<file path="src/rtl/cpu_ctrl_pkg.sv">
// Shared opcodes, ALU select codes and state encoding for the hardwired control unit.
package cpu_ctrl_pkg;

  localparam logic [4:0] OP_ADD  = 5'b00011;
  localparam logic [4:0] OP_SUB  = 5'b00100;
  localparam logic [4:0] OP_SHR  = 5'b00101;
  localparam logic [4:0] OP_SHL  = 5'b00110;
  localparam logic [4:0] OP_ROR  = 5'b00111;
  localparam logic [4:0] OP_ROL  = 5'b01000;
  localparam logic [4:0] OP_AND  = 5'b01001;
  localparam logic [4:0] OP_OR   = 5'b01010;
  localparam logic [4:0] OP_ADDI = 5'b01011;
  localparam logic [4:0] OP_ANDI = 5'b01100;
  localparam logic [4:0] OP_ORI  = 5'b01101;
  localparam logic [4:0] OP_MUL  = 5'b01111;
  localparam logic [4:0] OP_DIV  = 5'b10000;
  localparam logic [4:0] OP_NEG  = 5'b10001;
  localparam logic [4:0] OP_NOT  = 5'b10010;
  localparam logic [4:0] OP_NOP  = 5'b11010;
  localparam logic [4:0] OP_HALT = 5'b11011;

  localparam logic [3:0] ALU_ADD = 4'b0000;
  localparam logic [3:0] ALU_SUB = 4'b0001;
  localparam logic [3:0] ALU_AND = 4'b0010;
  localparam logic [3:0] ALU_OR  = 4'b0011;
  localparam logic [3:0] ALU_SHR = 4'b0100;
  localparam logic [3:0] ALU_SHL = 4'b0101;
  localparam logic [3:0] ALU_ROR = 4'b0110;
  localparam logic [3:0] ALU_ROL = 4'b0111;
  localparam logic [3:0] ALU_MUL = 4'b1000;
  localparam logic [3:0] ALU_DIV = 4'b1001;
  localparam logic [3:0] ALU_NEG = 4'b1010;
  localparam logic [3:0] ALU_NOT = 4'b1011;

  typedef enum logic [3:0] {
    S_IDLE, S_T0, S_T1, S_T2, S_T3, S_T4, S_T5, S_T6, S_HALT
  } state_e;

endpackage

</file>
<file path="src/rtl/ctrl_decode.sv">
// Combinational opcode classifier feeding the control sequencer.
module ctrl_decode
  import cpu_ctrl_pkg::*;
(
  input  logic [4:0] opcode,
  output logic [3:0] alu_select,
  output logic       is_imm,
  output logic       is_hilo,
  output logic       is_unary,
  output logic       is_nop,
  output logic       is_halt,
  output logic       is_illegal
);

  always_comb begin
    alu_select = ALU_ADD;
    is_imm     = 1'b0;
    is_hilo    = 1'b0;
    is_unary   = 1'b0;
    is_nop     = 1'b0;
    is_halt    = 1'b0;
    is_illegal = 1'b0;
    case (opcode)
      OP_ADD:  alu_select = ALU_ADD;
      OP_SUB:  alu_select = ALU_SUB;
      OP_SHR:  alu_select = ALU_SHR;
      OP_SHL:  alu_select = ALU_SHL;
      OP_ROR:  alu_select = ALU_ROR;
      OP_ROL:  alu_select = ALU_ROL;
      OP_AND:  alu_select = ALU_AND;
      OP_OR:   alu_select = ALU_OR;
      OP_ADDI: begin alu_select = ALU_ADD; is_imm = 1'b1; end
      OP_ANDI: begin alu_select = ALU_AND; is_imm = 1'b1; end
      OP_ORI:  begin alu_select = ALU_OR;  is_imm = 1'b1; end
      OP_MUL:  begin alu_select = ALU_MUL; is_hilo = 1'b1; end
      OP_DIV:  begin alu_select = ALU_DIV; is_hilo = 1'b1; end
      OP_NEG:  begin alu_select = ALU_NEG; is_unary = 1'b1; end
      OP_NOT:  begin alu_select = ALU_NOT; is_unary = 1'b1; end
      OP_NOP:  is_nop  = 1'b1;
      OP_HALT: is_halt = 1'b1;
      default: is_illegal = 1'b1;
    endcase
  end

endmodule

</file>
<file path="src/rtl/datapath_control_unit.sv">
// Hardwired Moore sequencer for the 16-register bus datapath: fetch T0-T2, execute T3-T6.
// Optional MEM_WAIT_EN stretches T1 until mem_ready.
module datapath_control_unit
  import cpu_ctrl_pkg::*;
#(
  parameter int CNT_W = 16
) (
  input  logic             clk,
  input  logic             reset_n,
  input  logic             start,
  input  logic             stop,
  input  logic [31:0]      ir,
  input  logic             mem_ready,
  output logic [15:0]      reg_in,
  output logic [15:0]      reg_out,
  output logic             PCout,
  output logic             PCin,
  output logic             IncPC,
  output logic             MARin,
  output logic             MDRin,
  output logic             MDRout,
  output logic             Read,
  output logic             IRin,
  output logic             Yin,
  output logic             ZIn,
  output logic             ZLowout,
  output logic             ZHighout,
  output logic             HIin,
  output logic             LOin,
  output logic             Cout,
  output logic [3:0]       alu_select,
  output logic             running,
  output logic             illegal,
  output logic [CNT_W-1:0] instr_count
);

  state_e           state_q, state_d;
  logic             illegal_q, illegal_d;
  logic             stop_pend_q, stop_pend_d;
  logic [CNT_W-1:0] cnt_q, cnt_d;

  logic [3:0] ra, rb, rc, dec_alu;
  logic       is_imm, is_hilo, is_unary, is_nop, is_halt, is_illegal;
  logic       halt_req;
  logic [14:0] unused_imm;

  assign ra = ir[26:23];
  assign rb = ir[22:19];
  assign rc = ir[18:15];
  assign unused_imm = ir[14:0];

  ctrl_decode u_dec (
    .opcode    (ir[31:27]),
    .alu_select(dec_alu),
    .is_imm    (is_imm),
    .is_hilo   (is_hilo),
    .is_unary  (is_unary),
    .is_nop    (is_nop),
    .is_halt   (is_halt),
    .is_illegal(is_illegal)
  );

`ifndef MEM_WAIT_EN
  logic unused_mem_ready;
  assign unused_mem_ready = mem_ready;
`endif

  // A stop seen at any point of the instruction is remembered so it takes
  // effect at the boundary even if the level has dropped by then.
  assign halt_req = stop | stop_pend_q;

  always_comb begin
    state_d     = state_q;
    illegal_d   = illegal_q;
    cnt_d       = cnt_q;
    stop_pend_d = stop_pend_q | stop;
    case (state_q)
      S_IDLE, S_HALT: begin
        stop_pend_d = start & stop;
        if (start) state_d = S_T0;
      end
      S_T0: state_d = S_T1;
`ifdef MEM_WAIT_EN
      S_T1: if (mem_ready) state_d = S_T2;
`else
      S_T1: state_d = S_T2;
`endif
      S_T2: begin
        if (is_illegal) begin
          state_d     = S_HALT;
          illegal_d   = 1'b1;
          stop_pend_d = 1'b0;
        end else if (is_halt || is_nop) begin
          cnt_d       = cnt_q + {{(CNT_W-1){1'b0}}, 1'b1};
          state_d     = (is_halt || halt_req) ? S_HALT : S_T0;
          stop_pend_d = 1'b0;
        end else begin
          state_d = S_T3;
        end
      end
      S_T3: state_d = S_T4;
      S_T4: state_d = S_T5;
      S_T5, S_T6: begin
        if (state_q == S_T5 && is_hilo) begin
          state_d = S_T6;
        end else begin
          cnt_d       = cnt_q + {{(CNT_W-1){1'b0}}, 1'b1};
          state_d     = halt_req ? S_HALT : S_T0;
          stop_pend_d = 1'b0;
        end
      end
      default: state_d = S_IDLE;
    endcase
  end

  always_ff @(posedge clk) begin
    if (!reset_n) begin
      state_q     <= S_IDLE;
      illegal_q   <= 1'b0;
      stop_pend_q <= 1'b0;
      cnt_q       <= '0;
    end else begin
      state_q     <= state_d;
      illegal_q   <= illegal_d;
      stop_pend_q <= stop_pend_d;
      cnt_q       <= cnt_d;
    end
  end

  always_comb begin
    reg_in     = '0;
    reg_out    = '0;
    PCout      = 1'b0;
    PCin       = 1'b0;
    IncPC      = 1'b0;
    MARin      = 1'b0;
    MDRin      = 1'b0;
    MDRout     = 1'b0;
    Read       = 1'b0;
    IRin       = 1'b0;
    Yin        = 1'b0;
    ZIn        = 1'b0;
    ZLowout    = 1'b0;
    ZHighout   = 1'b0;
    HIin       = 1'b0;
    LOin       = 1'b0;
    Cout       = 1'b0;
    alu_select = '0;
    running    = 1'b1;
    case (state_q)
      S_T0: begin PCout = 1'b1; MARin = 1'b1; IncPC = 1'b1; ZIn = 1'b1; end
      S_T1: begin
        Read  = 1'b1;
        MDRin = 1'b1;
`ifdef MEM_WAIT_EN
        PCin    = mem_ready;
        ZLowout = mem_ready;
`else
        PCin    = 1'b1;
        ZLowout = 1'b1;
`endif
      end
      S_T2: begin MDRout = 1'b1; IRin = 1'b1; end
      S_T3: begin reg_out[rb] = 1'b1; Yin = 1'b1; end
      S_T4: begin
        if (is_imm)        Cout = 1'b1;
        else if (is_unary) reg_out[rb] = 1'b1;
        else               reg_out[rc] = 1'b1;
        alu_select = dec_alu;
        ZIn        = 1'b1;
      end
      S_T5: begin
        ZLowout = 1'b1;
        if (is_hilo) LOin = 1'b1;
        else         reg_in[ra] = 1'b1;
      end
      S_T6: begin ZHighout = 1'b1; HIin = 1'b1; end
      default: running = 1'b0;
    endcase
  end

  assign illegal     = illegal_q;
  assign instr_count = cnt_q;

endmodule

</file>
<file path="config.mk">
export PLATFORM = sky130hd
export DESIGN_NAME = datapath_control_unit
export DESIGN_NICKNAME = d
export VERILOG_FILES = /design/src/rtl/cpu_ctrl_pkg.sv /design/src/rtl/ctrl_decode.sv /design/src/rtl/datapath_control_unit.sv
export SDC_FILE = /design/constraint.sdc
export NUM_CORES = 1
export LEC_CHECK = 0
export ABC_AREA = 1
export BUFFER_PORTS_ARGS = -buffer_cell sky130_fd_sc_hd__buf_4
export CORE_MARGIN = 10
export CORE_UTILIZATION = 37
export DETAILED_ROUTE_END_ITERATION = 10
export PLACE_DENSITY = 0.67
export SLEW_MARGIN = 0
export SYNTH_ARGS = -nofsm -noshare
export SYNTH_HDL_FRONTEND = slang
export SYNTH_SLANG_ARGS = --single-unit
</file>
<file path="constraint.sdc">
create_clock -name clk -period 2.44 [get_ports clk]
set_input_delay 0.122 -clock clk [delete_from_list [all_inputs] [get_ports clk]]
set_output_delay 0.122 -clock clk [all_outputs]
set_load 0.03 [all_outputs]
</file>
==> qor.tcl, run 1 <==
set qor(status) {finished, final reports clean}
set qor(timing.final.setup_violations) 0
set qor(static-leakage-power_nw) 1.35
set qor(critPathRequiredTime_ps) 2320
set qor(postCtsSetupRepairBufs) 0
set qor(dp_slack_ps) 710
set qor(floorplan_die_height_um) 95.8
set qor(floorplan.initialDensity_pct) 38.4
set qor(numCtsBuffers) 3
set qor(clock_sink_count) 22
set qor(final.setup.tns_ps) 0
set qor(detail_route.first_pass.iterations) 5
set qor(cts.clk_slew.worst_paths_ps) 80
set qor(grt_start_max_net_pins) 18
set qor(die_x_um) 95.8
set qor(slew_violations) 0
set qor(ys_ff_latch) 22
set qor(hold_violations_final) 0
set qor(detailed_place_hpwl_um) 5620
set qor(max_cap_violations) 0
set qor(rsz0062_at_grt) {false}
set qor(critical_path.endpoint_type) {output port}
set qor(vdd_drop_max_v) 0.000424
set qor(finalCritPeriodShare_pct) 83.6
set qor(fin_worst_skew_ps) 3.37
set qor(core_um2) 5540
set qor(final_estimated_routing_congestion_in_global_placement) 0.932
set qor(drt_drc_violations_left) 0
set qor(clk_root_buffer_cell) {sky130_fd_sc_hd__clkbuf_8}
set qor(synthesis.nets) 408
set qor(antennaDiodeCount) 0
set qor(num_vias) 2565
set qor(insertion_delay_ps) 260
set qor(via_count_of_the_first_global_routing_pass) 2410
set qor(grt_first_pass_wirelength_um) 11300
set qor(postSynthCellCount) 370
set qor(netlist-cell-type-count) 30
set qor(hp-class) {input pin to flop}
set qor(postCtsHoldBufs) 0
set qor(worst_slew_pin_slew_ps) 499
set qor(timing.final.ws_setup_ps) 399
set qor(cp_data_arrival_time_ps) 1920
set qor(final_nets) 489
set qor(flow.area_growth_from_synthesis_pct) 32.3
set qor(worst-r2r-cell-count) 7
set qor(worst_slew_margin_rel_pct) 66.7
set qor(finalWirelength_um) 6790
set qor(clock_tree.htree_level_count) 1
set qor(critPathMaxFanout) 8
set qor(gr-usage-all-layers_pct) 14.8
set qor(max_freq_ghz) 0.490
set qor(layout.cell_area.non_filler_um2) 2820
set qor(final_common_cell) {sky130_fd_sc_hd__buf_4}
set qor(power_per_cell_area_nw_per_um2) 435
set qor(final_antenna_net_count) 0
set qor(dieArea_um2) 9190
set qor(synth_sequential_area_ratio_pct) 20.7
set qor(cts.path.max_buffers) 2
set qor(worstSetupStartpointType) {flop}
set qor(ios) 106
set qor(number_of_antenna_violations_at_the_first_check_in_global_routing) 0
set qor(wl_per_cell_um) 13.0
set qor(worstHoldPathCells) 3
set qor(buffer_ports.inserted) 89
set qor(layout_common_cells) {89 x sky130_fd_sc_hd__buf_4, 83 x sky130_fd_sc_hd__nand2_1, 56 x sky130_fd_sc_hd__nor2_1}
set qor(route.detailed.vias_per_inst) 4.92
set qor(drive_above_1_share_pct) 26.5
set qor(post_synth.cell_area_avg_um2) 5.75
set qor(first_iteration_detailed_routing_drc_count) 130
set qor(crit_type) {flop to output port}
set qor(gr-total-overflow) 0
set qor(core.rowCount) 27
set qor(clock_tree_from_tritoncts) {built}
set qor(crit_path_time_final_ps) 2040
set qor(post_cts_resized) 0
set qor(netlist_area_um2) 2130
set qor(placement.cell_area_um2) 2770
set qor(ys_warn_count) 0
-- routing by layer --
| layer | up-vias | share of wire, % | wire (um) | global-route usage (%) |
|---|---|---|---|---|
| met3 | 8 | 9.8 | 669 | 5.21 |
| met1 | 1118 | 44 | 3010 | 18.6 |
| met2 | 90 | 45 | 3030 | 23.6 |
| met5 | - | 0 | 0 | 0 |
| met4 | 0 | 1.2 | 80 | 3.69 |
| li1 | 1349 | - | - | - |
-- final timing paths --
kind | start | end | slack, ps
worst max-delay path | state_q[3] | reg_out[11] | 400
worst min-delay path | reset_n | instr_count[7] | 130
worst max register to register | instr_count[1] | instr_count[12] | 750
worst min register to register | illegal | illegal | 470
-- critical path, stage by stage, from the launching register on --
cell and delay (ps):
sky130_fd_sc_hd__dfxtp_1 370, sky130_fd_sc_hd__nor2_2 190, sky130_fd_sc_hd__inv_2 70, sky130_fd_sc_hd__nor2_2 170, sky130_fd_sc_hd__nand2_2 110, sky130_fd_sc_hd__o21ai_4 260
sky130_fd_sc_hd__nand2_1 120, sky130_fd_sc_hd__o22ai_1 160, sky130_fd_sc_hd__buf_4 200
-- registers in the layout, summed over array words and instances, names as in the netlist --
name	flops
instr_count	16
state_q	4
illegal	1
stop_pend_q	1
-- final cells by class --
class | count | area (um2)
repair buffers | 89 | 668
well taps | 72 | 90.1
fillers | 620 | 2730
inverters | 61 | 231
clock buffers | 3 | 41.3
flip-flops and latches | 22 | 440
multi-input cells | 274 | 1340
-- cells by family after synthesis --
family / share of synthesized area (%)
buf+inv: 16.2
flops: 20.7
compound gates: 13.6
xor+xnor: 2.88
fa+ha+maj: 0.588
simple gates: 46.0
-- Yosys cell counts (all sizes together) --
master | count | share of area, %
a21oi | 21 | 4.9
a41oi | 1 | 0.41
buf | 13 | 5.3
dfxtp | 22 | 21
ha | 1 | 0.59
inv | 61 | 11
nand2 | 91 | 17
nand3 | 42 | 11
nand3b | 1 | 0.35
nand4 | 8 | 2.4
nor2 | 62 | 12
nor3 | 12 | 3.3
o2111ai | 1 | 0.41
o211ai | 2 | 0.71
o21ai | 12 | 3.4
o22ai | 13 | 3.8
xnor2 | 4 | 1.6
xor2 | 3 | 1.2
-- metrics by stage --
step	hold WS, ps	instances	util, %	power, mW
final	133	521	50.8	1.23
after global routing	139	521	50.8	1.31
after CTS	124	521	50.8	1.24
after detailed placement	411	518	50.1	1.01
after global placement	407	518	50.1	1.00
after floorplan	243	370	-	0.847
-- power breakdown --
group	internal, mW	total (mW)	leakage (nW)	switching, mW
Clock	0.110	0.230	0.0216	0.120
Combinational	0.191	0.589	1.15	0.398
Sequential	0.384	0.406	0.178	0.0222
Total	0.685	1.23	1.35	0.540
Note: power is estimated with default switching activity, not from simulation.
==> inputs of run 2 (changes only) <==
==> constraint.sdc (replaced) <==
create_clock -name clk -period 2 [get_ports clk]
set_input_delay 0.1 -clock clk [delete_from_list [all_inputs] [get_ports clk]]
set_output_delay 0.1 -clock clk [all_outputs]
set_load 0.03 [all_outputs]
==> run 2 against run 1 <==
Compared with the run above:
- die area did not move
- clock skew rose by 6.8 ps
- critical path type unchanged
- critical path depth rose by 1
- hold slack got worse by 30 ps
- highest routed layer unchanged
- sequential share of layout area fell by 0.39 points
- design area rose by 3.2%
==> qor.tcl, run 2 (synthesized netlist as in run 1, its figures left out) <==
set qor(status) {finished, final reports clean}
set qor(power_per_cell_area_nw_per_um2) 519
set qor(antennaDiodeCount) 0
set qor(max_cap_violations) 0
set qor(cts.clk_slew.worst_paths_ps) 80
set qor(worst_slew_margin_rel_pct) 66.7
set qor(floorplan.initialDensity_pct) 38.4
set qor(critical_path.endpoint_type) {output port}
set qor(hold_violations_final) 0
set qor(detail_route.first_pass.iterations) 4
set qor(crit_path_time_final_ps) 1960
set qor(busiest_layer) {met2}
set qor(cts.path.max_buffers) 2
set qor(crit_type) {flop to output port}
set qor(vdd_drop_max_v) 0.000488
set qor(grt_first_pass_wirelength_um) 11600
set qor(timing.final.setup_violations) 0
set qor(grt_start_max_net_pins) 18
set qor(clock_tree.htree_level_count) 1
set qor(detailed_place_hpwl_um) 5690
set qor(wl_per_cell_um) 13.7
set qor(critPathRequiredTime_ps) 1900
set qor(static-leakage-power_nw) 1.38
set qor(first_iteration_detailed_routing_drc_count) 140
set qor(timing.final.ws_setup_ps) 40.1
set qor(final_antenna_net_count) 0
set qor(route.detailed.vias_per_inst) 5.05
set qor(hp-class) {input pin to flop}
set qor(num_vias) 2640
set qor(critPathMaxFanout) 6
set qor(slew_violations) 0
set qor(gr-usage-met3_pct) 4.51
set qor(gr-usage-all-layers_pct) 15.1
set qor(dp_slack_ps) 278
set qor(max_freq_ghz) 0.510
set qor(dieArea_um2) 9190
set qor(finalWirelength_um) 7190
set qor(clock_sink_count) 22
set qor(drt_drc_violations_left) 0
set qor(fin_worst_skew_ps) 10.2
set qor(ff_latch_area_um2) 443
set qor(grtUsageMet2_pct) 24.5
set qor(layout_common_cells) {91 x sky130_fd_sc_hd__buf_4, 81 x sky130_fd_sc_hd__nand2_1, 56 x sky130_fd_sc_hd__nor2_1}
set qor(floorplan_die_height_um) 95.8
set qor(worst_slew_pin_slew_ps) 499
set qor(core.rowCount) 27
set qor(p_total_mw) 1.51
set qor(met1_usage_in_global_routing_pct) 19.1
set qor(core_um2) 5540
set qor(gr-total-overflow) 0
set qor(number_of_antenna_violations_at_the_first_check_in_global_routing) 0
set qor(clock_tree_from_tritoncts) {built}
set qor(rsz0062_at_grt) {true}
set qor(final_nets) 491
set qor(buffer_ports.inserted) 89
set qor(final_common_cell) {sky130_fd_sc_hd__buf_4}
set qor(final_estimated_routing_congestion_in_global_placement) 0.926
set qor(via_count_of_the_first_global_routing_pass) 2473
set qor(cp_data_arrival_time_ps) 1860
set qor(die_x_um) 95.8
set qor(clk_root_buffer_cell) {sky130_fd_sc_hd__clkbuf_8}
set qor(final.fill_count) 614
set qor(finalCritPeriodShare_pct) 98.0
set qor(insertion_delay_ps) 260
set qor(ios) 106
set qor(postCtsHoldBufs) 0
set qor(largest_register_ffs) 16
set qor(worstSetupStartpointType) {flop}
set qor(flow.area_growth_from_synthesis_pct) 36.4
set qor(drive_above_1_share_pct) 29.9
set qor(total_area_of_multi_input_combinational_cells_um2) 1420
set qor(numCtsBuffers) 3
run 2: cell types whose count changed in the layout (fill, tap and decap cells not counted), moves of 2 or more:
cell | previous run | this run
sky130_fd_sc_hd__o22ai_2 | 0 | 9
sky130_fd_sc_hd__dfxtp_2 | 0 | 2
sky130_fd_sc_hd__buf_4 | 89 | 91
sky130_fd_sc_hd__nor2_2 | 4 | 2
sky130_fd_sc_hd__nand2_1 | 83 | 81
sky130_fd_sc_hd__dfxtp_1 | 22 | 20
sky130_fd_sc_hd__o22ai_1 | 13 | 4
sky130_fd_sc_hd__nor2_4 | 2 | 4
sky130_fd_sc_hd__nand2_2 | 7 | 9
run 2: stage by stage:
step                setup TNS [ps]  instances  utilization, %  cell area (um2)  hold slack (ps)
floorplan                        0        370               -             2130              221
global placement                 0        519            50.2             2780              382
detailed placement               0        519            50.2             2780              383
CTS                              0        522            51.0             2830              102
global route                  -380        523            52.4             2900              117
finish                           0        523            52.4             2900              103
run 2: worst max-delay path, cell delays in order, from the launching register on:
cell	delay, ps
sky130_fd_sc_hd__dfxtp_2	320
sky130_fd_sc_hd__inv_2	50
sky130_fd_sc_hd__nor2_4	120
sky130_fd_sc_hd__inv_2	60
sky130_fd_sc_hd__nor2_4	150
sky130_fd_sc_hd__nand2_2	100
sky130_fd_sc_hd__inv_2	110
sky130_fd_sc_hd__nand3_1	190
sky130_fd_sc_hd__o21ai_0	280
sky130_fd_sc_hd__buf_4	210
run 2: power by group:
part | switching [mW] | internal [mW] | leakage, nW
sequential | 0.0277 | 0.469 | 0.179
combinational | 0.498 | 0.237 | 1.17
clock | 0.140 | 0.134 | 0.0216
total | 0.666 | 0.840 | 1.38
run 2: timing repair:
action,in CTS,in global routing
pin swaps,1,6
setup endpoints to repair,2,16
hold endpoints to repair,0,0
setup buffers,0,1
gates resized for setup,1,16
run 2: final timing paths:
kind,slack (ps),startpoint,end,depth (start not counted)
max reg2reg,340,instr_count[1],instr_count[12],7
min,100,reset_n,instr_count[7],3
max,40,state_q[2],reg_out[2],9
min reg2reg,470,illegal,illegal,2
run 2: layout make-up:
class | instances | share of cell area (%)
tap | 72 | 3.10
clock buffer | 3 | 1.42
sequential | 22 | 15.3
timing repair buffer | 91 | 23.5
multi-input combinational | 274 | 48.7
inverter | 61 | 7.97
run 2: routing by layer:
| layer | vias to the layer above | share of wire, % |
|---|---|---|
| met2 | 86 | 47 |
| met4 | 0 | 1.1 |
| met3 | 7 | 9.0 |
| met1 | 1191 | 43 |
| met5 | - | 0 |
| li1 | 1356 | - |
